### src/rtl/z80trace_pkg.sv
// Shared types for the Z80 bus-cycle tracer.
// Cycle type codes, FSM states and the trace record width.
package z80trace_pkg;

  localparam int TYPE_W = 3;

  typedef enum logic [TYPE_W-1:0] {
    T_FETCH = 3'd0,
    T_MRD   = 3'd1,
    T_MWR   = 3'd2,
    T_IORD  = 3'd3,
    T_IOWR  = 3'd4,
    T_INTA  = 3'd5
  } cyc_type_t;

  typedef enum logic [1:0] {
    S_IDLE,
    S_ACTIVE,
    S_COMMIT
  } trc_state_t;

  function automatic int rec_width(input int aw, input int dw);
    return TYPE_W + aw + dw;
  endfunction

endpackage

### src/rtl/z80trace_fifo.sv
// Synchronous record FIFO: push/pop, full/empty, occupancy, drop pulse.
// Ports: clk, rst_n, push, wdata, pop, rdata, empty, full, count, drop.
module z80trace_fifo #(
  parameter int DEPTH_LOG2 = 4,
  parameter int WIDTH      = 27
) (
  input  logic                  clk,
  input  logic                  rst_n,
  input  logic                  push,
  input  logic [WIDTH-1:0]      wdata,
  input  logic                  pop,
  output logic [WIDTH-1:0]      rdata,
  output logic                  empty,
  output logic                  full,
  output logic [DEPTH_LOG2:0]   count,
  output logic                  drop
);

  localparam int DEPTH = 1 << DEPTH_LOG2;

  logic [WIDTH-1:0]      mem [DEPTH];
  logic [DEPTH_LOG2-1:0] wr_ptr;
  logic [DEPTH_LOG2-1:0] rd_ptr;
  logic                  do_push;
  logic                  do_pop;

  assign empty   = (count == '0);
  assign full    = (count == (DEPTH_LOG2+1)'(DEPTH));
  assign do_pop  = pop & ~empty;
  // A pop on the same edge frees the slot a full FIFO needs.
  assign do_push = push & (~full | do_pop);
  assign drop    = push & full & ~do_pop;
  assign rdata   = empty ? '0 : mem[rd_ptr];

  always_ff @(posedge clk or negedge rst_n) begin
    if (!rst_n) begin
      wr_ptr <= '0;
      rd_ptr <= '0;
      count  <= '0;
    end else begin
      if (do_push) wr_ptr <= wr_ptr + 1'b1;
      if (do_pop)  rd_ptr <= rd_ptr + 1'b1;
      if (do_push & ~do_pop)
        count <= count + 1'b1;
      else if (do_pop & ~do_push)
        count <= count - 1'b1;
    end
  end

  always_ff @(posedge clk) begin
    if (do_push) mem[wr_ptr] <= wdata;
  end

endmodule

### src/rtl/z80_bus_tracer.sv
// Z80 bus-cycle tracer: sync, decode, filter and queue bus cycles.
// Ports: Z80 strobes/a/d in, filter controls, record FIFO pop side, overflow.
module z80_bus_tracer
  import z80trace_pkg::*;
#(
  parameter int DEPTH_LOG2  = 4,
  parameter int ADDR_W      = 16,
  parameter int DATA_W      = 8,
  parameter int SYNC_STAGES = 2
) (
  input  logic                           fclk,
  input  logic                           rst_n,
  input  logic                           m1_n,
  input  logic                           mreq_n,
  input  logic                           iorq_n,
  input  logic                           rd_n,
  input  logic                           wr_n,
  input  logic                           rfsh_n,
  input  logic [ADDR_W-1:0]              a,
  input  logic [DATA_W-1:0]              d,
  input  logic                           trace_en,
  input  logic [5:0]                     type_mask,
  input  logic                           dedup_en,
  output logic                           rec_valid,
  output logic [TYPE_W+ADDR_W+DATA_W-1:0] rec_data,
  input  logic                           rec_pop,
  output logic [DEPTH_LOG2:0]            rec_count,
  output logic                           overflow,
  output logic [7:0]                     drop_cnt,
  input  logic                           ovf_clr
);

  localparam int REC_W = rec_width(ADDR_W, DATA_W);

  logic [5:0]        ctl_s [SYNC_STAGES];
  logic [ADDR_W-1:0] a_p   [SYNC_STAGES];
  logic [DATA_W-1:0] d_p   [SYNC_STAGES];

  always_ff @(posedge fclk or negedge rst_n) begin
    if (!rst_n) begin
      for (int i = 0; i < SYNC_STAGES; i++) begin
        ctl_s[i] <= '1;
        a_p[i]   <= '0;
        d_p[i]   <= '0;
      end
    end else begin
      ctl_s[0] <= {m1_n, mreq_n, iorq_n, rd_n, wr_n, rfsh_n};
      a_p[0]   <= a;
      d_p[0]   <= d;
      for (int i = 1; i < SYNC_STAGES; i++) begin
        ctl_s[i] <= ctl_s[i-1];
        a_p[i]   <= a_p[i-1];
        d_p[i]   <= d_p[i-1];
      end
    end
  end

  logic [5:0] ctl;
  logic m1, mreq, iorq, rd, wr, rfsh;
  logic mem_c, io_c;

  assign ctl = ~ctl_s[SYNC_STAGES-1];
  assign {m1, mreq, iorq, rd, wr, rfsh} = ctl;
  // Qualifiers keep the decode one-hot even for illegal strobe mixes.
  assign mem_c = mreq & ~iorq & ~rfsh;
  assign io_c  = iorq & ~mreq;

  logic      hit;
  cyc_type_t dec_type;

  always_comb begin
    hit      = 1'b1;
    dec_type = T_FETCH;
    unique case (1'b1)
      mem_c & m1 & rd & ~wr:   dec_type = T_FETCH;
      mem_c & ~m1 & rd & ~wr:  dec_type = T_MRD;
      mem_c & wr & ~rd:        dec_type = T_MWR;
      io_c & ~m1 & rd & ~wr:   dec_type = T_IORD;
      io_c & ~m1 & wr & ~rd:   dec_type = T_IOWR;
      io_c & m1:               dec_type = T_INTA;
      default:                 hit = 1'b0;
    endcase
  end

  trc_state_t        state;
  cyc_type_t         cur_type;
  cyc_type_t         type_q;
  logic              cur_en;
  logic              hit_q;
  logic              armed;
  logic [SYNC_STAGES-1:0] warm;
  logic [ADDR_W-1:0] cap_a;
  logic [DATA_W-1:0] cap_d;
  logic              last_valid;
  logic [ADDR_W-1:0] last_a;
  logic [DATA_W-1:0] last_d;
  logic              stable;

  // Two consecutive identical decodes filter 1-clock glitches.
  assign stable = hit & hit_q & (dec_type == type_q);

  always_ff @(posedge fclk or negedge rst_n) begin
    if (!rst_n) begin
      state      <= S_IDLE;
      cur_type   <= T_FETCH;
      type_q     <= T_FETCH;
      cur_en     <= 1'b0;
      hit_q      <= 1'b0;
      armed      <= 1'b0;
      warm       <= '0;
      cap_a      <= '0;
      cap_d      <= '0;
      last_valid <= 1'b0;
      last_a     <= '0;
      last_d     <= '0;
    end else begin
      hit_q  <= hit;
      type_q <= dec_type;
      // Arm only after the synchroniser holds real pin values and the
      // bus has been seen idle, so a cycle spanning reset is ignored.
      warm   <= {warm[SYNC_STAGES-2:0], 1'b1};
      if (warm[SYNC_STAGES-1] & ~hit) armed <= 1'b1;
      unique case (state)
        S_IDLE: begin
          if (armed & stable) begin
            state    <= S_ACTIVE;
            cur_type <= dec_type;
            cur_en   <= trace_en;
            cap_a    <= a_p[SYNC_STAGES-1];
            cap_d    <= d_p[SYNC_STAGES-1];
          end
        end
        S_ACTIVE: begin
          if (hit & (dec_type == cur_type)) begin
            cap_a <= a_p[SYNC_STAGES-1];
            cap_d <= d_p[SYNC_STAGES-1];
          end else begin
            state <= S_COMMIT;
          end
        end
        S_COMMIT: begin
          state <= S_IDLE;
          if (cur_type == T_FETCH) begin
            last_valid <= 1'b1;
            last_a     <= cap_a;
            last_d     <= cap_d;
          end
        end
        default: state <= S_IDLE;
      endcase
    end
  end

  logic             dup;
  logic             push;
  logic             drop;
  logic             empty;
  logic             full;
  logic [REC_W-1:0] wdata;

  assign dup   = dedup_en & (cur_type == T_FETCH) & last_valid
               & (last_a == cap_a) & (last_d == cap_d);
  assign push  = (state == S_COMMIT) & cur_en
               & type_mask[cur_type] & ~dup;
  assign wdata = {cur_type, cap_a, cap_d};

  z80trace_fifo #(
    .DEPTH_LOG2 (DEPTH_LOG2),
    .WIDTH      (REC_W)
  ) u_fifo (
    .clk   (fclk),
    .rst_n (rst_n),
    .push  (push),
    .wdata (wdata),
    .pop   (rec_pop),
    .rdata (rec_data),
    .empty (empty),
    .full  (full),
    .count (rec_count),
    .drop  (drop)
  );

  assign rec_valid = ~empty;

  always_ff @(posedge fclk or negedge rst_n) begin
    if (!rst_n) begin
      overflow <= 1'b0;
      drop_cnt <= '0;
    end else if (drop) begin
      overflow <= 1'b1;
      if (ovf_clr)
        drop_cnt <= 8'd1;
      else if (drop_cnt != 8'hFF)
        drop_cnt <= drop_cnt + 8'd1;
    end else if (ovf_clr) begin
      overflow <= 1'b0;
      drop_cnt <= '0;
    end
  end

endmodule

### config.mk
export PLATFORM = sky130hd
export DESIGN_NAME = z80_bus_tracer
export DESIGN_NICKNAME = d
export VERILOG_FILES = /design/src/rtl/z80trace_pkg.sv /design/src/rtl/z80trace_fifo.sv /design/src/rtl/z80_bus_tracer.sv
export SDC_FILE = /design/constraint.sdc
export NUM_CORES = 1
export LEC_CHECK = 0
export BUFFER_PORTS_ARGS = -buffer_cell sky130_fd_sc_hd__buf_2
export CAP_MARGIN = 5
export CORE_AREA = 2 2 227 252
export CTS_BUF_LIST = sky130_fd_sc_hd__clkbuf_8
export DETAILED_ROUTE_END_ITERATION = 6
export DIE_AREA = 0 0 229 254
export SLEW_MARGIN = 40
export SYNTH_ARGS = -nofsm -noshare
export SYNTH_HDL_FRONTEND = slang
export SYNTH_SLANG_ARGS = --single-unit
### constraint.sdc
create_clock -name fclk -period 6.25 [get_ports fclk]
set_input_delay 0 -clock fclk [delete_from_list [all_inputs] [get_ports fclk]]
set_output_delay 0 -clock fclk [all_outputs]
set_load 0.02 [all_outputs]
; After elaboration in Yosys (flattened, before gate mapping)
; Memory sizes are Yosys's and may differ from the RTL's.
; Cells that the tools add are included.
[word_totals]
register_bits = 144
mem_bits_rw = 432
input_bits = 42
out_inout_bits = 42
mem_count = 1
[memory_table]
columns = name, words, word_bits, read_ports, rd_clocked_by_memory_dff, wr, line_no
row1 = u_fifo.mem, 16, 27, 1, 0, 1, z80trace_fifo.sv:21  ; logic [WIDTH-1:0] mem [DEPTH];
[op_classes]
add_sub_neg = 5
n_lt_le_gt_ge = 1
n_eq_ne = 11
muxes = 24
bitwise_logic = 49
reduce_logical = 13
[ops]
columns = operator, n
row1 = 2-to-1 mux 8 bit, 6
row2 = bitwise AND 1 bit, 35
row3 = 2-to-1 mux 16 bit, 2
row4 = one-hot mux 16 bit (2 select lines), 1
row5 = 2-to-1 mux 27 bit, 1
row6 = equality test 16 bit, 1
row7 = one-hot mux 8 bit (2 select lines), 1
row8 = one-hot mux 3 bit (5 select lines), 1
row9 = NOT 1 bit, 12
row10 = 2-to-1 mux 5 bit, 2
row11 = adder 4 x 1 -> 4 bit (second input constant), 2
row12 = adder 8 x 1 -> 8 bit (second input constant), 1
row13 = equality test 8 bit, 1
row14 = != test 8 bit (second input constant), 1
row15 = AND reduction 2 bit, 4
row16 = nonzero test 2 bit, 4
row17 = equality test 3 bit, 2
row18 = 2-to-1 mux 1 bit, 6
row19 = != test 2 bit (second input constant), 3
row20 = NOT 6 bit, 1
row21 = OR reduction 6 bit, 1
row22 = adder 5 x 1 -> 5 bit (second input constant), 1
row23 = equality test 5 bit (second input constant), 1
row24 = logical NOT 5 bit, 1
row25 = 11 further kinds, 12

; Depth between registers and ports, before layout
[logic_depth]
ltp_word = 14
ltp_mapped = 15
mapped_depth_nobuf = 13

; Modules after synthesis
; Synthesis repeated with hierarchy kept, for this count alone.
[hier_totals]
hier_cells = 1058
hier_area_um2 = 22160.0
[modules_own_cells]
columns = mod, n_inst, cells_each, area_each_um2
row1 = z80trace_fifo, 1, 756, 17297.8
row2 = z80_bus_tracer, 1, 302, 4862.2

; Least setup slack after synthesis
; Ideal clock, no wire load.
[synth_path]
path_type = register to register
startpoint = register cur_type[2]
endpoint = memory u_fifo.mem[3][0] (enable)
setup_ns = 0.479
arrival_time_ns = 4.108
t_required_ns = 5.771
path_slack_ns = 1.663
path_stages_with_launch = 8
path_cell_list = dfrtp_1 -> buf_2 -> mux2i_1 -> nor3b_1 -> o311a_1 -> o21ai_4 -> buf_4 -> nor4_1
[synth_via]
elab_chain_cells = 10
[synth_rtl]
columns = element, line_no
row1 = from (decl), z80_bus_tracer.sv:86  ; cyc_type_t cur_type;
row2 = from (signal assigned), z80_bus_tracer.sv:127  ; cur_type <= dec_type;
row3 = logical NOT 3 bit, z80_bus_tracer.sv:161  ; assign dup = dedup_en & (cur_type == T_FETCH) & last_valid
row4 = bitwise AND 1 bit (2 in series), z80_bus_tracer.sv:161
row5 = bitwise AND 1 bit (2 in series), z80_bus_tracer.sv:162  ; & (last_a == cap_a) & (last_d == cap_d);
row6 = NOT 1 bit, z80_bus_tracer.sv:164  ; & type_mask[cur_type] & ~dup;
row7 = bitwise AND 1 bit (*), z80_bus_tracer.sv:164
row8 = bitwise AND 1 bit (*), z80trace_fifo.sv:31  ; assign do_push = push & (~full | do_pop);
row9 = 2-to-1 mux 1 bit (*), z80trace_fifo.sv:51  ; if (do_push) mem[wr_ptr] <= wdata;
row10 = 2-to-1 mux 1 bit (implied by the code) (*), z80trace_fifo.sv:51
row11 = to (decl), z80trace_fifo.sv:21
; Mark *: on every way between the ends. The rest lies on a longest branch, timed or not. The select of a mux whose other input is x is not followed.

; Final worst setup path
[layout_path]
startpoint = register cap_a[1]
endpoint = register u_fifo.count[4]
[layout_via]
elab_chain_cells = 9
[layout_rtl]
columns = element, line_no
row1 = from (decl), z80_bus_tracer.sv:92  ; logic [ADDR_W-1:0] cap_a;
row2 = from (signal assigned), z80_bus_tracer.sv:129  ; cap_a <= a_p[SYNC_STAGES-1];
row3 = from (signal assigned), z80_bus_tracer.sv:135  ; cap_a <= a_p[SYNC_STAGES-1];
row4 = equality test 16 bit (*), z80_bus_tracer.sv:162
row5 = bitwise AND 1 bit (*) (2 in series), z80_bus_tracer.sv:162
row6 = NOT 1 bit (*), z80_bus_tracer.sv:164
row7 = bitwise AND 1 bit (*), z80_bus_tracer.sv:164
row8 = bitwise AND 1 bit (*), z80trace_fifo.sv:31
row9 = NOT 1 bit, z80trace_fifo.sv:45  ; else if (do_pop & ~do_push)
row10 = bitwise AND 1 bit, z80trace_fifo.sv:45
row11 = nonzero test 2 bit (no source line), -
row12 = to (signal assigned), z80trace_fifo.sv:44  ; count <= count + 1'b1;
row13 = to (signal assigned), z80trace_fifo.sv:46  ; count <= count - 1'b1;
row14 = to (decl), z80trace_fifo.sv:15  ; output logic [DEPTH_LOG2:0] count,
; Mark *: on every way between the ends. The rest lies on a longest branch, timed or not.
; A chain may end at the register's enable or synchronous reset.

==> impl_metrics.tcl <==
set metrics [dict create \
    place.gp.congestion 0.715 \
    tightest_slew_ps 823 \
    drv_cap 0 \
    clock_latency_ps 650 \
    seqPwrFrac_pct 47.1 \
    critPathMaxFanout 19 \
    antenna_found_initial 1 \
    worst_slack_ps 2240 \
    final.setup.tns_ps 0 \
    hp-start "trace_en" \
    die_area_sq_um 58200 \
    hpwl_um 25600 \
    min_path_type "input port to flip-flop" \
    p_int_mw 7.76 \
    synth_ff_type "edfxtp_1" \
    drt-total-wl_um 47800 \
    post_layout_nonfiller_instances 2066 \
    grt_first_pass_wirelength_um 71900 \
    synth_edf_count 432 \
    drive_gt1_share_pct 33.9 \
    grt_use_total_pct 17.0 \
    status "finished clean" \
    dieHeight_um 254 \
    rr_startpoint "cap_a[1]" \
    synth_cell_types 56 \
    p_comb_share_pct 26.6 \
    critPathBufInv 1 \
    pwr-share-clk_pct 26.3 \
    area_growth_pct 17.3 \
    wl_per_cell_um 23.1 \
    m1WireLength_um 20000 \
    grt_overflow 0 \
    dp_cells 1837 \
    fin_worst_skew_ps 21.2 \
    cts_max_level 3 \
    path_cells "xnor2_1 -> nand4_1 -> or4_4 -> o21ai_4 -> nor2_1 -> ha_1 -> inv_1 -> ha_1 -> a21o_1 -> a21oi_1 -> xnor2_1 -> nor2_1 -> xor2_1" \
    powerDensity_nw_per_um2 429 \
    setup_viol 0 \
    io-pin-count 84 \
    post_cts_resized 0 \
    grt_setup_unrepaired "false" \
    core_sq_um 55600 \
    num_antenna_cells 0 \
    io_buffers 83 \
    start_util_pct 39.7 \
    p_leak_nw 9.21 \
    viasPerCell 5.09 \
    path_class "flip-flop to flip-flop" \
    synth_area_sq_um 22000 \
    drtPass1Iterations 5 \
    crit_family "simple AND/OR/NAND/NOR gates" \
    switchingPower_mw 3.34 \
    cp.arrival_ps 4540 \
    slew_viol_final 0 \
    wl_met2_um 24400 \
    cts_buffers 87 \
    grt_pass1_vias 11300 \
    clock.fmax_mhz 249 \
    yosys_warnings 0 \
    cp-startpoint "cap_a[1]" \
    finalHoldViolCount 0 \
    drc 0 \
    finalCritPeriodShare_pct 64.2 \
    synth_cells 1026 \
    synth_nets 1079 \
    period_minus_slack_ps 4010 \
    synth_seq_cells 576 \
    hold_ws_ps 135 \
    die_x_um 229 \
    synth-async-reset-ratio_pct 25.0 \
    crit_path_max_incr_delay_ps 600 \
    ir_drop_mv 0.294 \
    cp-start-kind "flip-flop" \
    clockBufferDepth 3 \
    wl_met3_um 2230 \
    worstSetupEndpointType "flip-flop" \
    antenna_left 0 \
    dr_total_vias 10500 \
    place_ws_ps 2170 \
    cts_tree "done" \
    cp_slowest_cell "dfrtp_1" \
    rows 91 \
    grt_max_degree 70 \
    clkSinkCount 576 \
    fin_nets 1302 \
    ys_seq_area_share_pct 75.2 \
    cts_root_buf "clkbuf_8" \
    p_sw_share_pct 30.1 \
    clkTransAtPathRegs_ps 70 \
    first_iter_violations 824 \
    avgSynthCellArea_sq_um 21.5 \
    cp.required_ps 6780 \
    top_layer_used "met4" \
    relSlewSlack_pct 45.0 \
]
[layout by cell type, fill, tap and decap left out, types with 3 or more instances in the layout]
| master | instances |
|---|---|
| o31ai_1 | 3 |
| nand3_1 | 13 |
| buf_4 | 21 |
| mux2i_1 | 3 |
| mux4_2 | 135 |
| mux2_4 | 19 |
| and2_1 | 31 |
| clkbuf_8 | 105 |
| xnor2_1 | 34 |
| mux2_2 | 36 |
| clkinvlp_4 | 4 |
| o21ai_0 | 6 |
| dfrtp_1 | 129 |
| dfstp_2 | 12 |
| a21oi_1 | 8 |
| nor3_1 | 5 |
| nand2b_1 | 5 |
| buf_12 | 6 |
| and3_1 | 11 |
| nand2_1 | 6 |
| xor2_1 | 6 |
| edfxtp_1 | 432 |
| a21o_1 | 5 |
| nor2_1 | 8 |
| clkinv_1 | 6 |
| nand4_1 | 7 |
| inv_1 | 46 |
| dlygate4sd3_1 | 66 |
| clkinv_2 | 10 |
| ha_1 | 10 |
| or4_1 | 4 |
| nor2b_1 | 6 |
| buf_2 | 82 |
[cells by family after synthesis]
kind of cell               after synthesis  share of synthesized area (%)
muxes                                  193                           17.1
other                                    1                         0.0170
DFF                                    576                           75.2
and+or+nand+nor                        115                           3.17
AOI/OAI and AO/OA                       37                           1.20
xor gates and xnor gates                40                           1.59
adders and majority gates               11                          0.658
buffers and inverters                   53                           1.06
[worst paths after layout]
check / slack [ps] / cells after the start / end
max reg2reg: 2240 / 13 / u_fifo.count[4]
max in group asynchronous: 4860 / 4 / d_p[13]
min: 140 / 3 / cur_en
max: 2240 / 13 / u_fifo.count[4]
min reg2reg: 340 / 0 / d_p[6]
min in group asynchronous: 410 / 3 / last_a[7]
[worst min-delay path, delay by kind of cell]
| family | cells | cell delay (ps) |
|---|---|---|
| mux | 1 | 130 |
| buf+inv | 2 | 610 |
[routing by layer]
metal  vias up  track usage [%]
met1      5559             21.7
li1       4592                -
met3        80             2.85
met5         -                0
met4         0             6.20
met2       276             29.3
[Yosys cell counts, drive strengths merged, types with 2 or more instances]
| master | n | area [sq um] |
|---|---|---|
| o21ai | 7 | 46.3 |
| nor3 | 6 | 35.0 |
| o31ai | 3 | 22.5 |
| o2111ai | 2 | 17.5 |
| nor2b | 6 | 37.5 |
| mux4 | 135 | 3040 |
| nand2b | 5 | 31.3 |
| edfxtp | 432 | 13000 |
| mux2i | 3 | 30.0 |
| and3b | 2 | 17.5 |
| nand4 | 7 | 43.8 |
| a211oi | 2 | 20.0 |
| o22ai | 3 | 25.0 |
| dfstp | 12 | 315 |
| mux2 | 55 | 691 |
| nand2 | 7 | 26.3 |
| inv | 10 | 37.5 |
| or4 | 5 | 41.3 |
| xnor2 | 34 | 298 |
| nor3b | 2 | 15.0 |
| or2 | 2 | 12.5 |
| ha | 10 | 125 |
| nand3 | 13 | 65.1 |
| clkbuf | 27 | 101 |
| nor2 | 8 | 30.0 |
| a21o | 5 | 37.5 |
| and2 | 31 | 194 |
| nand3b | 3 | 26.3 |
| nor4 | 3 | 25.0 |
| a21oi | 8 | 40.0 |
| dfrtp | 132 | 3300 |
| xor2 | 6 | 52.6 |
| and3 | 12 | 75.1 |
| buf | 16 | 95.1 |
[layout make-up]
class                      count  area (sq um)
sequential                   576         16600
multi-input combinational    397          5240
tap                          744           931
clock buffer                 105          1450
timing repair buffer         177          1370
inverter                      10          37.5
fill                        4750         29700
clock inverter                57           246
[per-stage QoR]
stage	power (mW)	instance area [sq um]	utilization, %
4_1_cts	11.3	25900	46.6
6_report	11.1	25900	46.6
3_5_place_dp	8.31	23500	42.3
2_1_floorplan	7.27	22000	-
5_1_grt	11.7	25900	46.6
3_3_place_gp	8.21	23400	42.1
[power groups by stage]
| stage | Clock [mW] | Combinational (mW) | Sequential (mW) |
|---|---|---|---|
| final | 2.93 | 2.95 | 5.23 |
| after global routing | 3.17 | 3.18 | 5.31 |
| after CTS | 3.01 | 3.04 | 5.24 |
| after detailed placement | 0 | 3.00 | 5.32 |
| after global placement | 0 | 2.77 | 5.44 |
| after floorplan | 0 | 2.14 | 5.12 |
[sequential cells by signal (all words and copies together) (netlist names), 3 cells and up]
name and count:
drop_cnt 8, cap_a 16, last_d 8, last_a 16, u_fifo.count 5, u_fifo.mem 432
u_fifo.wr_ptr 4, type_q 3, cur_type 3, ctl_s 12, a_p 32, u_fifo.rd_ptr 4
d_p 16, cap_d 8
[what timing repair did]
| action | in CTS | in global routing |
|---|---|---|
| hold endpoints to repair | 120 | 0 |
| hold buffers | 67 | 0 |
| setup buffers | 0 | 0 |
No activity file was read; power rests on OpenSTA's default activity.
